### src/rtl/vga_timing_gen.sv
// 640x480@60 VGA raster timing: pixel/line counters, registered sync/blank decode, frame counter.
// Optional macro VGA_SYNC_DELAY_EN delays hs/vs by SYNC_DELAY pixel-enable cycles.
module vga_timing_gen #(
  parameter int unsigned H_VISIBLE  = 640,
  parameter int unsigned H_FRONT    = 16,
  parameter int unsigned H_SYNC     = 96,
  parameter int unsigned H_BACK     = 48,
  parameter int unsigned V_VISIBLE  = 480,
  parameter int unsigned V_FRONT    = 10,
  parameter int unsigned V_SYNC     = 2,
  parameter int unsigned V_BACK     = 33,
  parameter int unsigned SYNC_DELAY = 2
) (
  input  logic       vga_clk,
  input  logic       reset_n,
  input  logic       pix_ce,
  output logic [9:0] DrawX,
  output logic [9:0] DrawY,
  output logic       blank,
  output logic       hs,
  output logic       vs,
  output logic       frame_start,
  output logic [7:0] frame_count
);

  localparam logic [9:0] H_LAST   = 10'(H_VISIBLE + H_FRONT + H_SYNC + H_BACK - 1);
  localparam logic [9:0] V_LAST   = 10'(V_VISIBLE + V_FRONT + V_SYNC + V_BACK - 1);
  localparam logic [9:0] H_VIS    = 10'(H_VISIBLE);
  localparam logic [9:0] V_VIS    = 10'(V_VISIBLE);
  localparam logic [9:0] HS_START = 10'(H_VISIBLE + H_FRONT);
  localparam logic [9:0] HS_END   = 10'(H_VISIBLE + H_FRONT + H_SYNC);
  localparam logic [9:0] VS_START = 10'(V_VISIBLE + V_FRONT);
  localparam logic [9:0] VS_END   = 10'(V_VISIBLE + V_FRONT + V_SYNC);

  logic [9:0] h_cnt, v_cnt, h_nxt, v_nxt;
  logic       wrap;
  logic       hs_r, vs_r;

  always_comb begin
    h_nxt = h_cnt + 10'd1;
    v_nxt = v_cnt;
    wrap  = 1'b0;
    if (h_cnt == H_LAST) begin
      h_nxt = '0;
      if (v_cnt == V_LAST) begin
        v_nxt = '0;
        wrap  = 1'b1;
      end else begin
        v_nxt = v_cnt + 10'd1;
      end
    end
  end

  // Decode from next-state counts so sync/blank line up with DrawX/DrawY.
  always_ff @(posedge vga_clk or negedge reset_n) begin
    if (!reset_n) begin
      h_cnt       <= '0;
      v_cnt       <= '0;
      blank       <= 1'b1;
      hs_r        <= 1'b1;
      vs_r        <= 1'b1;
      frame_start <= 1'b0;
      frame_count <= '0;
    end else if (pix_ce) begin
      h_cnt       <= h_nxt;
      v_cnt       <= v_nxt;
      blank       <= (h_nxt < H_VIS) && (v_nxt < V_VIS);
      hs_r        <= !((h_nxt >= HS_START) && (h_nxt < HS_END));
      vs_r        <= !((v_nxt >= VS_START) && (v_nxt < VS_END));
      frame_start <= wrap;
      if (wrap) frame_count <= frame_count + 8'd1;
    end else begin
      frame_start <= 1'b0;
    end
  end

  assign DrawX = h_cnt;
  assign DrawY = v_cnt;

`ifdef VGA_SYNC_DELAY_EN
  logic [SYNC_DELAY-1:0] hs_pipe, vs_pipe;

  always_ff @(posedge vga_clk or negedge reset_n) begin
    if (!reset_n) begin
      hs_pipe <= '1;
      vs_pipe <= '1;
    end else if (pix_ce) begin
      hs_pipe[0] <= hs_r;
      vs_pipe[0] <= vs_r;
      for (int unsigned i = 1; i < SYNC_DELAY; i++) begin
        hs_pipe[i] <= hs_pipe[i-1];
        vs_pipe[i] <= vs_pipe[i-1];
      end
    end
  end

  assign hs = hs_pipe[SYNC_DELAY-1];
  assign vs = vs_pipe[SYNC_DELAY-1];
`else
  logic unused_sync_delay;
  assign unused_sync_delay = ^32'(SYNC_DELAY);
  assign hs = hs_r;
  assign vs = vs_r;
`endif

endmodule

### config.mk
export PLATFORM = sky130hd
export DESIGN_NAME = vga_timing_gen
export DESIGN_NICKNAME = d
export VERILOG_FILES = /design/src/rtl/vga_timing_gen.sv
export SDC_FILE = /design/constraint.sdc
export NUM_CORES = 1
export LEC_CHECK = 0
export ABC_CLOCK_PERIOD_IN_PS = 2400
export CORE_MARGIN = 2
export CORE_UTILIZATION = 40
export DETAILED_ROUTE_END_ITERATION = 16
export MAX_ROUTING_LAYER = met4
export PLACE_DENSITY = 0.66
export SLEW_MARGIN = 15
export SYNTH_ARGS = -nofsm -noshare
export SYNTH_HDL_FRONTEND = slang
export SYNTH_SLANG_ARGS = --single-unit
export TNS_END_PERCENT = 20
### constraint.sdc
create_clock -name vga_clk -period 2.4 [get_ports vga_clk]
set_input_delay 0.24 -clock vga_clk [delete_from_list [all_inputs] [get_ports vga_clk]]
set_output_delay 0.24 -clock vga_clk [all_outputs]
set_load 0.03 [all_outputs]
==> metrics.log <==
INFO  metric final_min_period_over_clock_period = 0.896
INFO  metric drive_gt1_frac = 0.137
INFO  metric clock_tree_skew_after_final_layout = approximately 0.0026 ns
INFO  metric run_status = completed
INFO  metric crit_fanout = 7
INFO  metric worst_ir_drop_vdd = 365 µV
INFO  metric synth_adder_area_share = 0.0250
INFO  metric die_y = between 70 and 80 µm
INFO  metric worstMarginPinSlew = 0.504 ns
INFO  metric grt_setup_unrepaired = false
INFO  metric htree_levels = 2
INFO  metric power = 0.00168 W
INFO  metric grt_usage = 0.175
INFO  metric ys_top_cells_by_count = 29 x sky130_fd_sc_hd__dfrtp_1, 29 x sky130_fd_sc_hd__nand2_1, 17 x sky130_fd_sc_hd__nand3_1, 15 x sky130_fd_sc_hd__o21ai_0
INFO  metric setup.worst_path.start_class = register
INFO  metric final-hold-violation-count = 0
INFO  metric post-route-min-period = roughly 2.1 ns
INFO  metric yosys_warnings = 0
INFO  metric grt-ovfl-total = 0
INFO  metric detail-route-antenna-nets = 0
INFO  metric r2r_setup_slack = 0.25 ns
INFO  metric detail_route.wl_per_cell = 13.8 µm
INFO  metric dr.first_iter.drc_count = 109
INFO  metric rr_startpoint = DrawX[0]$_DFFE_PN0P_
INFO  metric setup-tns-final = 0 ns
INFO  metric postSynthRegisterBits = 32
INFO  metric maxClockFrequency = 465 MHz
INFO  metric core = approximately 4800 µm²
INFO  metric synth_compound_area_frac = 0.136
INFO  metric root_buffer_cell = sky130_fd_sc_hd__clkbuf_8
INFO  metric worst-path-buf-inv = 0
INFO  metric yosys-top-cells-area = sky130_fd_sc_hd__dfrtp_1 36%, sky130_fd_sc_hd__nand2_1 5.4%, sky130_fd_sc_hd__xnor2_1 5.3%
INFO  metric worstSetupEndpointType = register
INFO  metric synth.net_count = 223
INFO  metric route.detailed.drc = 0
INFO  metric post_cts_resize_count = 0
INFO  metric max_stage_delay = approximately 0.5 ns
INFO  metric timing.slew.headroom = 0.661
INFO  metric synth_cell_type_count = 51
INFO  metric dp_hpwl = 3260 µm
INFO  metric nNetsFinal = 262
INFO  metric multi_input_comb_area = 1050 µm²
INFO  metric gp_congestion = between 0.8 and 0.9
INFO  metric r2r-end = blank$_DFFE_PN1P_
INFO  metric placement.io_buffers = 34
INFO  metric initial_utilization = 0.418
INFO  metric synth_simple_gate_area_share = 0.272
INFO  metric synth.top_cell.area_share = 0.363
INFO  metric reg2reg_depth = 7
INFO  metric synthCells = 216
INFO  metric ys_dominant_reg_cell = sky130_fd_sc_hd__dfrtp_1
INFO  metric post_cts.repair.setup_buffers = 0
INFO  metric power.static_leakage = 1.02 nW
INFO  metric post_synth.cell_area_avg = 9.26 µm²
INFO  metric clk_pin_slew = 0.07 ns
INFO  metric die_width = 74.7 µm
INFO  metric critical_path.top_delay_family = simple AND/OR/NAND/NOR gates
INFO  metric critical_path.startpoint = DrawX[0]$_DFFE_PN0P_
INFO  metric timing_worst_setup_path_type = reg -> reg
INFO  metric cts.hold.buffers_added = 0
INFO  metric regArea = about 800 µm²
INFO  metric wire_length_of_the_first_global_routing_pass = 7250 µm
INFO  metric grt_max_degree = 33
INFO  metric die-area = 5580 µm²
INFO  metric drt-total-wl = 4460 µm
INFO  metric synthesis.area = 2000 µm²
INFO  metric dominant_combinational_cell_family_by_area_after_synthesis = simple AND/OR/NAND/NOR gates
INFO  metric number_of_enable_flip_flop_cells_after_synthesis = 0
INFO  metric drt-pass1-iter-count = 4
INFO  metric via_count = ~1700
INFO  metric synthesis_to_finish_area_growth = 25.3%
INFO  metric max_cap_viol_count = 0
INFO  metric number_of_setup_violations_in_the_final_report = 0
INFO  metric critical_path_arrival = 2.35 ns
INFO  metric power_per_cell_area = 670 nW/µm²
INFO  metric critPathSlowestCell = sky130_fd_sc_hd__or3_1
INFO  metric required = 2.60 ns
INFO  metric via_count_of_the_first_global_routing_pass = 1553
INFO  metric worst_setup_path_endpoint = blank$_DFFE_PN1P_
INFO  metric share_of_the_synthesized_netlist_area_taken_by_xor_and_xnor_gates = 0.0701
INFO  metric critical_path.cell_chain = ha_1 -> and4_1 -> nand3_1 -> or3_1 -> xor2_1 -> nor3_2 -> o31ai_1
INFO  metric hold_ws = 0.361 ns
INFO  metric num_io_pins = 35
INFO  metric cts_tree = yes
INFO  metric via_per_inst = roughly 5.3
INFO  metric slew_viol_final = 0
INFO  metric cts_made_buffers = 5
INFO  metric clock-sinks = 32
INFO  metric antenna_found_initial = 0
INFO  metric fillCellCount = roughly 450
INFO  metric critical_path_cell_count = 7
INFO  metric post_synth_mux_area_share = 0.0219
INFO  metric synth_top_area_cell = sky130_fd_sc_hd__dfrtp_1
INFO  metric hold_path.class = in -> async
INFO  metric antennaDiodeCount = 0
INFO  metric core.rowCount = 25
INFO  metric longest_clk_path_bufs = 2
INFO  metric clk_latency = between 0.2 and 0.3 ns
INFO  metric synth.yosys.seq_area_share = 0.402
INFO  metric async_reset_ff_frac = 1.00
==> sequential cells by signal, indices dropped and copies added (netlist names) <==
register / cells
DrawX: 10
DrawY: 10
blank: 1
frame_count: 8
frame_start: 1
hs: 1
vs: 1
==> routing by layer <==
| layer | vias to the layer above | GRT usage | wire [µm] |
|---|---|---|---|
| met3 | 9 | 0.0402 | 189 |
| met1 | 785 | 0.228 | 2180 |
| met4 | 0 | 0.0675 | 76 |
| met5 | - | - | 0 |
| met2 | 50 | 0.265 | 2020 |
| li1 | 860 | - | - |
==> final cells by class <==
class,count,share of cell area
clock buffer,7,0.0384
clock inverter,1,0.0120
inverter,5,0.00749
multi-input combinational,166,0.419
sequential,32,0.321
tap,67,0.0334
timing repair buffer,45,0.169
==> where the power goes <==
part | leakage, nW | total [W] | switching, W | internal [W]
logic | 0.534 | 0.000438 | 0.000251 | 0.000187
clock network | 0.0645 | 0.000567 | 0.000201 | 0.000366
registers | 0.422 | 0.000674 | 0.0000838 | 0.000590
==> how the worst min path moves through the flow <==
stage                               startpoint                    endpoint  slack (ns)
global route                           reset_n        DrawY[8]$_DFFE_PN0P_        0.40
detailed placement  frame_count[7]$_DFFE_PN0P_  frame_count[7]$_DFFE_PN0P_        0.47
global placement    frame_count[7]$_DFFE_PN0P_  frame_count[7]$_DFFE_PN0P_        0.47
floorplan                              reset_n        DrawX[0]$_DFFE_PN0P_       -0.06
finish                                 reset_n        DrawX[4]$_DFFE_PN0P_        0.36
CTS                                    reset_n        DrawX[8]$_DFFE_PN0P_        0.38
==> layout by cell type, fill, tap and decap left out, drive strengths merged, types with 2 or more instances in the layout <==
cell and count:
ha 4, nand2 30, and3 6, o31ai 3, nand4 6, xor2 4
nor3 11, dfrtp 29, clkdlybuf4s50 34, inv 5, a32oi 2, dfstp 3
a21o 3, clkbuf 7, a21oi 8, and2 3, or3 2, o21ai 16
nand3 18, nor2 14, mux2 3, nor4 3, xnor2 12, buf 11
and4 4
==> through the flow <==
step | worst slack (ns) | area [µm²] | util | cells
4_1_cts | 0.260 | 2510 | 0.524 | 323
6_report | 0.250 | 2510 | 0.524 | 323
3_3_place_gp | 0.354 | 2380 | 0.497 | 315
2_1_floorplan | 0.135 | 2000 | - | 216
3_5_place_dp | 0.288 | 2380 | 0.497 | 315
5_1_grt | 0.143 | 2510 | 0.524 | 323
==> cells by family (layout without fill, tap and decap cells) <==
logic type               count (synthesis)  in the layout
adder cells (fa/ha/maj)                  4              4
flip-flops                              32             32
AO/OA/AOI/OAI                           43             43
multiplexers                             4              4
buffers and inverters                   18             58
XOR/XNOR                                16             16
AND/OR/NAND/NOR                         99             99
No activity file was read; power rests on OpenSTA's default activity.
